**src/rtl/multiplier_ctrl_pkg.sv**
```systemverilog
// Shared definitions for the multiplier sequencing controller:
// FSM state encoding, default datapath latency and HI/LO register width.
package multiplier_ctrl_pkg;

    typedef enum logic {
        IDLE = 1'b0,
        RUN  = 1'b1
    } state_t;

    localparam int DEF_LATENCY = 5;
    localparam int HILO_W      = 32;

endpackage

```
**src/rtl/multiplier_ctrl_hilo_regs.sv**
```systemverilog
// HI/LO architectural registers. A product capture loads both halves and
// takes priority over mthi/mtlo writes presented in the same cycle.
module hilo_regs
    import multiplier_ctrl_pkg::*;
(
    input  logic                  clk,
    input  logic                  rst_n,
    input  logic                  i_cap_en,
    input  logic [2*HILO_W-1:0]   i_cap_data,
    input  logic                  i_wr_hi,
    input  logic                  i_wr_lo,
    input  logic [HILO_W-1:0]     i_wdata,
    output logic [HILO_W-1:0]     o_hi,
    output logic [HILO_W-1:0]     o_lo
);

    logic [HILO_W-1:0] r_hi;
    logic [HILO_W-1:0] r_lo;

    // HI/LO update: capture first, otherwise independent move writes
    always_ff @(posedge clk or negedge rst_n) begin
        if (!rst_n) begin
            r_hi <= {HILO_W{1'b0}};
            r_lo <= {HILO_W{1'b0}};
        end else if (i_cap_en) begin
            r_hi <= i_cap_data[2*HILO_W-1:HILO_W];
            r_lo <= i_cap_data[HILO_W-1:0];
        end else begin
            if (i_wr_hi) begin
                r_hi <= i_wdata;
            end
            if (i_wr_lo) begin
                r_lo <= i_wdata;
            end
        end
    end

    assign o_hi = r_hi;
    assign o_lo = r_lo;

endmodule

```
**src/rtl/multiplier_ctrl.sv**
```systemverilog
// Sequencing controller for the signed 32x32 multiplier datapath: latches and
// holds operands, counts latency, captures the product and stalls on HI/LO hazards.
module multiplier_ctrl
    import multiplier_ctrl_pkg::*;
#(
    parameter int LATENCY = DEF_LATENCY,
    parameter int CNT_W   = 4
) (
    input  logic                  clk,
    input  logic                  reset,
    input  logic                  req_valid,
    output logic                  req_ready,
    input  logic [HILO_W-1:0]     req_in1,
    input  logic [HILO_W-1:0]     req_in2,
    input  logic                  cancel,
    input  logic                  mfhi,
    input  logic                  mflo,
    input  logic                  mthi,
    input  logic                  mtlo,
    input  logic [HILO_W-1:0]     wdata,
    output logic [HILO_W-1:0]     hi_out,
    output logic [HILO_W-1:0]     lo_out,
    output logic                  stall,
    output logic                  done,
    output logic [HILO_W-1:0]     mul_in1,
    output logic [HILO_W-1:0]     mul_in2,
    input  logic [2*HILO_W-1:0]   mul_out
);

    localparam logic [CNT_W-1:0] LAST_CNT = CNT_W'(LATENCY - 1);

    state_t             r_state;
    logic [CNT_W-1:0]   r_count;
    logic [HILO_W-1:0]  r_op1;
    logic [HILO_W-1:0]  r_op2;
    logic               r_done;

    logic               w_capture;
    logic               w_idle;
    logic               w_wr_hi;
    logic               w_wr_lo;

    assign w_idle    = (r_state == IDLE);
    // cancel on the final RUN cycle still abandons the result
    assign w_capture = (r_state == RUN) && !cancel && (r_count == LAST_CNT);
    assign w_wr_hi   = mthi && w_idle;
    assign w_wr_lo   = mtlo && w_idle;

    // Operation FSM with latency counter, operand hold and done pulse
    always_ff @(posedge clk or negedge reset) begin
        if (!reset) begin
            r_state <= IDLE;
            r_count <= {CNT_W{1'b0}};
            r_op1   <= {HILO_W{1'b0}};
            r_op2   <= {HILO_W{1'b0}};
            r_done  <= 1'b0;
        end else begin
            r_done <= 1'b0;
            case (r_state)
                IDLE: begin
                    if (req_valid && !cancel) begin
                        r_state <= RUN;
                        r_op1   <= req_in1;
                        r_op2   <= req_in2;
                        r_count <= {CNT_W{1'b0}};
                    end
                end
                RUN: begin
                    if (cancel) begin
                        r_state <= IDLE;
                    end else if (r_count == LAST_CNT) begin
                        r_state <= IDLE;
                        r_done  <= 1'b1;
                    end else begin
                        r_count <= r_count + CNT_W'(1);
                    end
                end
                default: begin
                    r_state <= IDLE;
                end
            endcase
        end
    end

    hilo_regs u_hilo_regs (
        .clk        (clk),
        .rst_n      (reset),
        .i_cap_en   (w_capture),
        .i_cap_data (mul_out),
        .i_wr_hi    (w_wr_hi),
        .i_wr_lo    (w_wr_lo),
        .i_wdata    (wdata),
        .o_hi       (hi_out),
        .o_lo       (lo_out)
    );

    assign req_ready = w_idle;
    assign stall     = (mfhi || mflo || mthi || mtlo) && !w_idle;
    assign done      = r_done;
    assign mul_in1   = r_op1;
    assign mul_in2   = r_op2;

endmodule
```
**config.mk**
```make
export PLATFORM = sky130hd
export DESIGN_NAME = multiplier_ctrl
export DESIGN_NICKNAME = d
export VERILOG_FILES = /design/src/rtl/multiplier_ctrl_pkg.sv /design/src/rtl/multiplier_ctrl_hilo_regs.sv /design/src/rtl/multiplier_ctrl.sv
export SDC_FILE = /design/constraint.sdc
export NUM_CORES = 1
export LEC_CHECK = 0
export ABC_AREA = 1
export CORE_UTILIZATION = 44
export DETAILED_ROUTE_END_ITERATION = 7
export PLACE_DENSITY = 0.87
export RECOVER_POWER = 25
export SLEW_MARGIN = 20
export SYNTH_ARGS = -nofsm -noshare
export SYNTH_HDL_FRONTEND = slang
export SYNTH_SLANG_ARGS = --single-unit
```
**constraint.sdc**
```tcl
create_clock -name clk -period 2.43 [get_ports clk]
set_input_delay 0.486 -clock clk [delete_from_list [all_inputs] [get_ports clk]]
set_output_delay 0.486 -clock clk [all_outputs]
set_load 0.01 [all_outputs]
```
==> qor.csv <==
metric;value;unit
status;completed;
design.die.area;14300;µm²
grt_setup_unrepaired;no;
cts_tree;built;
drc;0;
clock_sinks;134;
synth_nets;924;
ys.flop_type;dfrtp_1;
vias;6380;
dpl.hpwl;14000;µm
cp_max_fo;2;
critical_path.startpoint_type;primary input;
report.final.slew_viol_count;0;
syn_avg_cell_area;8.06;µm²
num_rows;42;
finalSetupTns;0;ns
fin_crit;2.19;ns
yosys.area.top_type;dfrtp_1;
cp_slowest_cell;clkdlybuf4s50_1;
cts-buffers-inserted;17;
routedWlPerCell;16.5;µm
leakage;4.72;nW
worst_pin_slew;1.03;ns
clk_pin_slew;0.06;ns
cts-root-buf;clkbuf_16;
max_slew_margin;0.316;
fin_nets;1205;
post_cts_resized;0;
fillCellCount;1006;
n_antenna_cell;0;
seq_area;3350;µm²
maxCapViolCount;0;
async_flop_share;1.00;
period_share;0.902;
drtAntennaViolNets;0;
clk_path_buf_depth;2;
drt_iter0_drc;438;
synth_cell_types;18;
hold_viol;0;
core-area;13300;µm²
fin_skew;0.00451;ns
grt_pass1_wl;32000;µm
antenna_found_initial;0;
cts_max_level;4;
seq_area_frac_synth;0.551;
arrival;1.71;ns
grt.total_usage;0.290;
hold_slack;0.425;ns
vdd_drop_max;533;µV
critical_path_required;1.94;ns
ys_warn_count;0;
synth_area_leaders;dfrtp_1 55%, nand2_1 20%, nand3_1 18%;
floorplan.die.height;120;µm
place.gp.congestion;0.860;
wirelength;20200;µm
postLayoutCoreUtil;0.733;
finalSetupViolCount;0;
start_util;0.456;
clock.fmax;456;MHz
clock_latency;0.42;ns
p_per_area;819;nW/µm²
synth_area;6080;µm²
dr.pass1.iters;6;
hp-class;in -> reg;
yosysMostFrequentCell;nand2_1;
synth_edf_count;0;
synth_top_area_share;0.551;
ioPinCount;299;
overflow;0;
multi_input_area;2430;µm²
drive_above_1_share;0.0592;
grt_max_degree;77;
endpoint_kind;output port;
syn_inst;754;
path_class;in -> out;
viasPerCell;5.21;
cpMostUsedCell;clkdlybuf4s50_1;
port_buffers;298;
grt_pass1_vias;6445;
path_cells;clkdlybuf4s50_1 -> nor4_1 -> nor2_1 -> clkdlybuf4s50_1;
ys_ff_latch;134;
ys_top_cells_by_count;328 x nand2_1, 215 x nand3_1, 134 x dfrtp_1;
die_w;120;µm
crit_path_max_incr_delay;0.48;ns
syn2layout_area_growth;60.9;%
repair_timing:
item	4_1_cts	5_1_grt
hold buffers	1	0
buffers inserted	0	0
endpoints found under the hold margin	28	0
placed cells by master, fill, tap and decap left out, types with 4 or more instances in the layout:
cell             instances
nand2_1                327
clkbuf_16               17
buf_4                   15
nand3_1                215
dfrtp_1                134
clkdlybuf4s50_1        296
inv_6                    4
sequential cells by signal, summed over array words and instances, names as in the netlist:
signal,cells
done,1
mul_in1,32
mul_in2,32
r_count,4
r_state,1
u_hilo_regs.o_hi,32
u_hilo_regs.o_lo,32
final cells by class:
type,instances,share of cell area
Inverter,5,0.00192
Sequential cell,134,0.343
Tap cell,176,0.0225
Multi-Input combinational cell,559,0.249
Clock inverter,14,0.0153
Clock buffer,18,0.0449
Timing Repair Buffer,318,0.324
kinds of logic (layout without fill, tap and decap cells):
group | Yosys count | in the layout | synth area share
XOR/XNOR | 1 | 1 | 0.00144
adder cells (fa/ha/maj) | 2 | 2 | 0.00411
AO/OA/AOI/OAI | 3 | 3 | 0.00247
buffers and inverters | 61 | 355 | 0.0500
AND/OR/NAND/NOR | 553 | 553 | 0.391
flip-flops | 134 | 134 | 0.551
metrics by stage:
| step | cell area [µm²] | cells | worst slack, ns | total power [mW] |
|---|---|---|---|---|
| 6_report | 9780 | 1224 | 0.237 | 8.02 |
| 5_1_grt | 9780 | 1224 | 0.0927 | 8.43 |
| 4_1_cts | 9800 | 1224 | 0.238 | 8.07 |
| 3_5_place_dp | 9200 | 1191 | 0.246 | 5.47 |
| 3_3_place_gp | 9200 | 1191 | 0.233 | 5.41 |
| 2_1_floorplan | 6080 | 754 | 0.851 | 3.94 |
worst paths after layout:
check,slack (ns),to,start,cells after the start
worst max-delay path,0.24,stall,mthi,4
worst min-delay path,0.43,r_state,req_valid,3
worst max register to register,0.61,u_hilo_regs.o_hi[17],r_count[0],9
worst min register to register,0.47,mul_in1[18],mul_in1[18],2
max in group asynchronous,0.58,mul_in1[19],reset,3
min in group asynchronous,0.51,u_hilo_regs.o_hi[0],reset,2
critical path: cells and delay by family:
kind	cells	cell delay [ns]
AND/OR/NAND/NOR	2	0.31
buffers and inverters	2	0.91
power breakdown:
group / internal (mW) / leakage (nW) / switching, mW / total [mW]
Clock: 1.55 / 0.283 / 1.01 / 2.56
Combinational: 1.31 / 2.78 / 1.14 / 2.45
Sequential: 2.71 / 1.66 / 0.297 / 3.01
Total: 5.56 / 4.72 / 2.45 / 8.02
metal layers:
metal  GRT usage  vias up  share of wire
li1            -     3018              -
met1       0.320     3036           0.38
met2       0.499      285           0.49
met3       0.114       41           0.10
met4       0.116        0          0.026
met5           0        -              0
Note: power is estimated with default switching activity, not from simulation.
